<file path="config.mk">
export PLATFORM = sky130hd
export DESIGN_NAME = datapath_controller
export DESIGN_NICKNAME = d
export VERILOG_FILES = /design/src/rtl/datapath_pkg.sv /design/src/rtl/datapath_dec3to8.sv /design/src/rtl/datapath_controller.sv
export SDC_FILE = /design/constraint.sdc
export NUM_CORES = 1
export LEC_CHECK = 0
export ABC_CLOCK_PERIOD_IN_PS = 3000
export CAP_MARGIN = 10
export CORE_ASPECT_RATIO = 0.75
export CORE_MARGIN = 5
export CORE_UTILIZATION = 43
export CTS_CLUSTER_DIAMETER = 100
export DETAILED_ROUTE_END_ITERATION = 7
export PLACE_DENSITY = 0.78
export SYNTH_ARGS = -nofsm -noshare
export SYNTH_HDL_FRONTEND = slang
export SYNTH_SLANG_ARGS = --single-unit
</file>
<file path="constraint.sdc">
create_clock -name clock -period 3 [get_ports clock]
set_input_delay 0.3 -clock clock [delete_from_list [all_inputs] [get_ports clock]]
set_output_delay 0.3 -clock clock [all_outputs]
set_load 0.01 [all_outputs]
</file>
<file path="src/rtl/datapath_pkg.sv">
`default_nettype none
// ============================================================================
// Package  : datapath_pkg
// Brief    : Opcodes, bus indices and FSM state encoding shared by the
//            datapath controller and its decoder.
// Revision : 1.0
// ============================================================================
package datapath_pkg;

    localparam logic [1:0] OP_MV  = 2'b00;
    localparam logic [1:0] OP_MVI = 2'b01;
    localparam logic [1:0] OP_ADD = 2'b10;
    localparam logic [1:0] OP_XOR = 2'b11;

    // Bit positions on the 16-bit rout/ren buses
    localparam logic [3:0] IDX_G      = 4'd8;
    localparam logic [3:0] IDX_A      = 4'd9;
    localparam logic [3:0] IDX_EXTERN = 4'd10;

    typedef enum logic [2:0] {
        IDLE   = 3'd0,
        FETCH  = 3'd1,
        DECODE = 3'd2,
        EX1    = 3'd3,
        EX2    = 3'd4,
        EX3    = 3'd5
`ifdef DATAPATH_CONTROLLER_STEP_EN
        ,WAIT  = 3'd6
`endif
    } state_t;

endpackage
`default_nettype wire

</file>
<file path="src/rtl/datapath_dec3to8.sv">
`default_nettype none
// ============================================================================
// Module   : datapath_dec3to8
// Brief    : 3-to-8 one-hot decoder with enable; all zeros when disabled.
// Revision : 1.0
// ============================================================================
module datapath_dec3to8 (
    input  logic       en,
    input  logic [2:0] sel,
    output logic [7:0] onehot
);

    always_comb begin
        onehot = 8'h00;
        if (en) begin
            onehot[sel] = 1'b1;
        end
    end

endmodule
`default_nettype wire

</file>
<file path="src/rtl/datapath_controller.sv">
`default_nettype none
// ============================================================================
// Module   : datapath_controller
// Brief    : Multi-cycle fetch/decode/execute controller for an 8-register
//            datapath; every output comes straight from a flip-flop.
// Options  : DATAPATH_CONTROLLER_STEP_EN adds input step and a WAIT state.
// Revision : 1.0
// ============================================================================
module datapath_controller
    import datapath_pkg::*;
(
    input  logic        clock,
    input  logic        resetnot,
    input  logic        run,
`ifdef DATAPATH_CONTROLLER_STEP_EN
    input  logic        step,
`endif
    input  logic [7:0]  instruction,
    output logic [15:0] rout,
    output logic [15:0] ren,
    output logic        addxor,
    output logic        increment,
    output logic        busy,
    output logic        done,
    output logic [15:0] instr_count
);

    state_t      r_state;
    state_t      w_state_nx;
    state_t      w_after_last;

    logic [7:0]  r_ir;
    logic [7:0]  w_ir_nx;
    logic [7:0]  w_rx_oh;
    logic [7:0]  w_ry_oh;
    logic        w_dec_en;

    logic [15:0] r_rout;
    logic [15:0] w_rout_nx;
    logic [15:0] r_ren;
    logic [15:0] w_ren_nx;
    logic [15:0] r_instr_count;
    logic [15:0] w_count_nx;
    logic        r_addxor;
    logic        w_addxor_nx;
    logic        r_increment;
    logic        w_increment_nx;
    logic        r_busy;
    logic        r_done;
    logic        w_done_nx;

`ifdef DATAPATH_CONTROLLER_STEP_EN
    assign w_after_last = run ? WAIT : IDLE;
`else
    assign w_after_last = run ? FETCH : IDLE;
`endif

    always_comb begin
        w_state_nx = r_state;
        case (r_state)
            IDLE:    if (run) w_state_nx = FETCH;
            FETCH:   w_state_nx = DECODE;
            DECODE:  w_state_nx = EX1;
            EX1:     w_state_nx = (r_ir[7:6] inside {OP_ADD, OP_XOR}) ? EX2 : w_after_last;
            EX2:     w_state_nx = EX3;
            EX3:     w_state_nx = w_after_last;
`ifdef DATAPATH_CONTROLLER_STEP_EN
            WAIT: begin
                if (!run) begin
                    w_state_nx = IDLE;
                end else if (step) begin
                    w_state_nx = FETCH;
                end
            end
`endif
            default: w_state_nx = IDLE;
        endcase
    end

    // Outputs are registered, so they are computed for the state being entered;
    // on the DECODE->EX1 edge that means the instruction IR is about to hold.
    assign w_ir_nx  = (r_state == DECODE) ? instruction : r_ir;
    assign w_dec_en = (w_state_nx == EX1) || (w_state_nx == EX2) || (w_state_nx == EX3);

    datapath_dec3to8 u_dec_rx (
        .en     (w_dec_en),
        .sel    (w_ir_nx[5:3]),
        .onehot (w_rx_oh)
    );

    datapath_dec3to8 u_dec_ry (
        .en     (w_dec_en),
        .sel    (w_ir_nx[2:0]),
        .onehot (w_ry_oh)
    );

    always_comb begin
        w_rout_nx      = 16'h0000;
        w_ren_nx       = 16'h0000;
        w_addxor_nx    = 1'b0;
        w_increment_nx = 1'b0;
        w_done_nx      = 1'b0;
        case (w_state_nx)
            FETCH: w_increment_nx = 1'b1;
            EX1: begin
                if (w_ir_nx[7:6] == OP_MV) begin
                    w_rout_nx[7:0] = w_ry_oh;
                    w_ren_nx[7:0]  = w_rx_oh;
                    w_done_nx      = 1'b1;
                end else if (w_ir_nx[7:6] == OP_MVI) begin
                    w_rout_nx[IDX_EXTERN] = 1'b1;
                    w_ren_nx[7:0]         = w_rx_oh;
                    w_done_nx             = 1'b1;
                end else begin
                    w_rout_nx[7:0]   = w_rx_oh;
                    w_ren_nx[IDX_A]  = 1'b1;
                end
            end
            EX2: begin
                w_rout_nx[7:0]  = w_ry_oh;
                w_ren_nx[IDX_G] = 1'b1;
                w_addxor_nx     = w_ir_nx[6];
            end
            EX3: begin
                w_rout_nx[IDX_G] = 1'b1;
                w_ren_nx[7:0]    = w_rx_oh;
                w_done_nx        = 1'b1;
            end
            default: ;
        endcase
    end

    assign w_count_nx = r_instr_count + {15'd0, w_done_nx};

    always_ff @(posedge clock or negedge resetnot) begin
        if (!resetnot) begin
            r_state <= IDLE;
        end else begin
            r_state <= w_state_nx;
        end
    end

    always_ff @(posedge clock or negedge resetnot) begin
        if (!resetnot) begin
            r_ir          <= 8'h00;
            r_rout        <= 16'h0000;
            r_ren         <= 16'h0000;
            r_addxor      <= 1'b0;
            r_increment   <= 1'b0;
            r_busy        <= 1'b0;
            r_done        <= 1'b0;
            r_instr_count <= 16'h0000;
        end else begin
            r_ir          <= w_ir_nx;
            r_rout        <= w_rout_nx;
            r_ren         <= w_ren_nx;
            r_addxor      <= w_addxor_nx;
            r_increment   <= w_increment_nx;
            r_busy        <= (w_state_nx != IDLE);
            r_done        <= w_done_nx;
            r_instr_count <= w_count_nx;
        end
    end

    assign rout        = r_rout;
    assign ren         = r_ren;
    assign addxor      = r_addxor;
    assign increment   = r_increment;
    assign busy        = r_busy;
    assign done        = r_done;
    assign instr_count = r_instr_count;

endmodule
`default_nettype wire

</file>
==> Word-level counts from Yosys, hierarchy flattened <==
Index checks and enable logic that the tools add are counted.
{ "totals": {"reg_bits": 51, "out_inout_bits": 52, "input_bits": 11} }
{ "op_classes": {"reduce_logical": 8, "muxes": 29, "order_cmp": 4, "add_sub_neg": 1, "eq_ne": 12} }
{ "op_table": {"columns": ["operator", "n"], "rows": [
  ["8-bit 2-to-1 mux", 7],
  ["8-bit case mux with 2 select lines", 2],
  ["3-bit case mux with 6 select lines", 1],
  ["16-bit by 1-bit adder with 16-bit output", 1],
  ["1-bit 2-to-1 mux", 14],
  ["3-bit == test, second input constant", 4],
  ["3-bit by 2-bit == test with 1-bit output, second input constant", 3],
  ["3-bit by 4-bit < comparator with 1-bit output, second input constant", 2],
  ["1-bit demux with 3-bit select", 2],
  ["3-bit by 1-bit == test with 1-bit output, second input constant", 2],
  ["3-bit by 1-bit greater-or-equal comparator with 1-bit output, second input constant", 2],
  ["3-bit 2-to-1 mux", 2],
  ["2-bit == test, second input constant", 2],
  ["3-bit logical NOT", 1],
  ["3-bit nonzero test", 1],
  ["2-bit by 1-bit == test with 1-bit output, second input constant", 1],
  ["1-bit logical AND", 2],
  ["2-bit logical NOT", 1],
  ["1-bit logical OR", 2],
  ["1-bit case mux with 2 select lines", 1],
  ["2-bit nonzero test", 1]
]} }

==> Logic depth before layout (Yosys ltp) <==
{ "logic_depth": {"depth_word": 11, "ltp_mapped": 9} }

==> Cells and area by module <==
From an unflattened synthesis, not the netlist that was laid out.
{ "hier_totals": {"cells_unflattened": 173, "hier_area_um2": 2283.4} }
{ "modules_own_cells": {"columns": ["module", "seq_area_each_um2", "cells_per_inst", "area_per_inst_um2", "instances"], "rows": [
  ["datapath_controller", 1276.2, 157, 2093.3, 1],
  ["datapath_dec3to8", 0.0, 8, 95.1, 2]
]} }

==> Worst setup path after synthesis <==
OpenSTA, ideal clock, no wires.
{ "synth_timing": {"kind": "reg2reg", "start": "register r_state[0]", "end": "register r_instr_count[12] (netlist: instr_count[12])", "t_required_ns": 2.921, "arrival_time_ns": 2.071, "path_stages_with_launch": 10, "setup_slack_ns": 0.850, "period_less_slack_ns": 2.150, "cell_sequence": "dfrtp_1 -> or3b_1 -> buf_2 -> buf_2 -> o22ai_1 -> ha_1 -> ha_1 -> nand2_1 -> nor3_1 -> xor2_1"} }
{ "synth_via": {"elab_chain_len": 7, "word_cells_on_any_way": 17, "classes_between": "add/sub: 1; eq/ne: 8; mux: 6; reduce/logical: 2"} }
{ "synth_rtl": {"columns": ["item", "line_no", "text"], "rows": [
  ["start, declared", "datapath_controller.sv:28", "state_t r_state;"],
  ["start signal, assigned", "datapath_controller.sv:139", "r_state <= w_state_nx;"],
  ["3-bit by 2-bit == test with 1-bit output", "datapath_controller.sv:60, datapath_controller.sv:82", null],
  ["8-bit 2-to-1 mux", "datapath_controller.sv:82", "assign w_ir_nx = (r_state == DECODE) ? instruction : r_ir;"],
  ["2-bit by 1-bit == test with 1-bit output", "datapath_controller.sv:110", "end else if (w_ir_nx[7:6] == OP_MVI) begin"],
  ["1-bit 2-to-1 mux", "datapath_controller.sv:110", null],
  ["1-bit 2-to-1 mux", "datapath_controller.sv:106", "if (w_ir_nx[7:6] == OP_MV) begin"],
  ["1-bit case mux with 2 select lines (*)", "datapath_controller.sv:103", "case (w_state_nx)"],
  ["via w_done_nx", "datapath_controller.sv:50", "logic w_done_nx;"],
  ["16-bit by 1-bit adder with 16-bit output (*)", "datapath_controller.sv:133", "assign w_count_nx = r_instr_count + {15'd0, w_done_nx};"],
  ["via w_count_nx[12]", "datapath_controller.sv:43", "logic [15:0] w_count_nx;"],
  ["end signal, assigned", "datapath_controller.sv:161", "r_instr_count <= w_count_nx;"],
  ["end, declared", "datapath_controller.sv:42", "logic [15:0] r_instr_count;"]
]} }
The timed path passes the listed nets; every way through them passes the cells marked *.

==> Worst setup path in the final report <==
Ends and elaborated chain as after synthesis.

==> impl_metrics.toml <==
[placement]
place_inst = 314
gp_congestion = 0.831
place_ws_ns = 0.807
dpl.hpwl_mm = 3.40
port-buffer-count = 50

[final_layout]
utilization_pct = 57.8
finalNonFillerCells = 324
syn2layout_area_growth_pct = 28.4
fill_cells = 429
multi_input_area_sq_um = 843
fin_nets = 276
seqCellArea_sq_um = 1280
drive_gt1_share_pct = 7.20
antenna_cells = 0

[clock_network]
post_cts_resized = 0
path_clk_slew_ns = 0.09
cts_made_buffers = 5
insertion_delay_ns = 0.31
clock-sinks = 51
cts_setup_buffers = 0
clock_path_buffers = 2
cts_tree = "yes"
htree_levels = 2
root_buffer = "clkbuf_8"

[floorplan]
rows = 22
core-area_sq_um = 4950
num_io_pins = 63
die-height_um = 72.3
initial_core_util_pct = 45.0
die-area_sq_um = 6740
die_width_um = 93.1

[global_route]
grt_pass1_wl_mm = 7.44
grt_max_degree = 52
grt_usage_pct = 13.9
grt_pass1_vias = 1523
grt_overflow = 0
antenna_found_initial = 0

[critical_path]
required_ns = 3.24
critPathLaunchType = "register"
worst-r2r-cell-count = 7
path_max_fanout = 14
end_kind = "register"
crit_arrival_ns = 2.40
setup.worst_path.class = "reg -> reg"
rrSetupSlack_ns = 0.83

[sta]
final.period_utilization_pct = 72.2
relSlewSlack_pct = 64.0
rsz0062_at_grt = "no"
fin_crit_ns = 2.17
fin_worst_skew_ns = 0.00967
worst_slack_ns = 0.834
max_freq_mhz = 462
setup_viol_count_final = 0
tightestPinTransition_ns = 0.540
final-max-slew-violation-count = 0
finalSetupTns_ns = 0
hold_viol_final = 0

[synthesis]
yosys.area.top_type_share_pct = 57.3
synth_area_leader_cell = "dfrtp_1"
synth_area_per_cell_sq_um = 10.7
syn_inst = 209
ys_warn_count = 0
netlist_area_sq_um = 2230
ys_seq_area_share_pct = 57.3
synth-seq-cells = 51
yosys-top-cells-area = "dfrtp_1 57%, buf_4 4.0%, nand2_1 4.0%"
ys_types = 37

[power_and_ir_drop]
total_power_uw = 2300
power_per_cell_area_nw_per_um2 = 803
leakage_uw = 0.00128
irDropWorstVdd_uv = 513

[detailed_routing]
vias = 1665
drtAntennaViolNets = 0
drcViolationCount = 0
wl_per_cell_um = 14.1
drtIter0Drc = 72
via_per_inst = 5.14
dr.pass1.iters = 4
wl_mm = 4.55

[outcome]
status = "finished, final reports clean"

[hold_path]
min_path_type = "reg -> reg"
holdPathStages = 2

[job]
maxCapViolations = 0
[repair_timing]
action	in CTS	in global routing
hold buffers	0	1
setup endpoints to repair	0	0
endpoints found under the hold margin	0	6
[metrics by stage]
step	cell area, sq um	hold slack (ns)
6_report	2860	0.477
5_1_grt	2860	0.487
4_1_cts	2830	0.230
3_5_place_dp	2740	0.463
3_3_place_gp	2740	0.452
2_1_floorplan	2270	0.00441
[logic make-up after synthesis]
| family | synth area share, % |
|---|---|
| AOI/OAI and AO/OA | 10.7 |
| xor gates and xnor gates | 5.90 |
| adders and majority gates | 1.12 |
| buffers and inverters | 6.74 |
| DFF | 57.3 |
| other | 0.168 |
| and+or+nand+nor | 18.1 |
[where the power goes]
part,internal [uW],switching (uW)
Combinational,407,450
Clock,189,226
Sequential,852,173
Total,1450,848
[state kept, by name, indices dropped and copies added (netlist names)]
signal / flops
r_state: 3
ren: 10
busy: 1
r_ir: 8
rout: 10
done: 1
increment: 1
instr_count: 16
addxor: 1
[cells in the final DEF (no fill, tap or decap), types with 2 or more instances in the layout]
cell type | Yosys | layout
nand2b_1 | 2 | 2
o32ai_1 | 2 | 2
and2_1 | 4 | 4
a21oi_1 | 4 | 4
buf_4 | 12 | 2
nand4_1 | 4 | 4
ha_1 | 2 | 2
nor2b_1 | 2 | 2
inv_1 | 8 | 8
nand3_1 | 3 | 3
a31oi_1 | 6 | 6
xnor2_1 | 9 | 9
nand2_1 | 24 | 24
nor3_1 | 9 | 9
dfrtp_1 | 51 | 51
clkdlybuf4s50_1 | 0 | 49
clkbuf_8 | 0 | 6
nor2_1 | 17 | 17
conb_1 | 1 | 12
nor3b_1 | 5 | 5
o21ai_1 | 6 | 6
xor2_1 | 6 | 6
o22ai_1 | 11 | 11
[synth_stat cells]
cell / count
or3b_1: 1
a21oi_1: 4
a31oi_2: 1
conb_1: 1
dfrtp_1: 51
and3_1: 1
a21o_1: 1
o211a_1: 1
nand2_1: 24
nor2b_1: 2
nand3_2: 1
nor4_2: 1
xor2_1: 6
and2_1: 4
nand3_1: 3
o221a_2: 1
and4_4: 1
nor3_2: 1
xnor2_1: 9
nor2_1: 17
o21ai_0: 1
inv_1: 8
nand4_1: 4
a31oi_1: 6
nor3b_2: 1
buf_2: 6
a32o_1: 1
nor3b_1: 5
o32ai_1: 2
o21ai_1: 6
buf_4: 12
nor3_1: 9
ha_1: 2
a211oi_1: 1
nor4_1: 1
nand2b_1: 2
o22ai_1: 11
[worst max-delay path, cell delays in order, from the launching register on]
cell,delay (ns)
dfrtp_1,0.53
or3b_1,0.44
o22ai_1,0.17
ha_1,0.19
ha_1,0.27
nand2_1,0.11
nor3_1,0.19
xor2_1,0.17
[final timing paths]
path	startpoint	to
min in group asynchronous	resetnot	instr_count[10]$_DFF_PN0_
max reg2reg	r_state[0]$_DFF_PN0_	instr_count[12]$_DFF_PN0_
min reg2reg	r_ir[6]$_DFF_PN0_	r_ir[6]$_DFF_PN0_
max in group asynchronous	resetnot	r_ir[2]$_DFF_PN0_
min	r_ir[6]$_DFF_PN0_	r_ir[6]$_DFF_PN0_
max	r_state[0]$_DFF_PN0_	instr_count[12]$_DFF_PN0_
[cell type report]
class	count	share of cell area [%]
clock buffer	6	2.89
sequential	51	44.6
timing repair buffer	54	18.9
tap	60	2.62
inverter	8	1.05
clock inverter	2	0.481
multi-input combinational	143	29.5
[metal layers]
layer	vias to the layer above	part of all wire [%]	GRT usage, %	routed length (um)
li1	810	-	-	-
met1	799	48	20.2	2210
met2	54	44	20.1	2000
met3	2	6.9	4.15	316
met4	0	0.55	3.90	25
met5	-	0	0	0
Power figures use the tool's default switching activity.
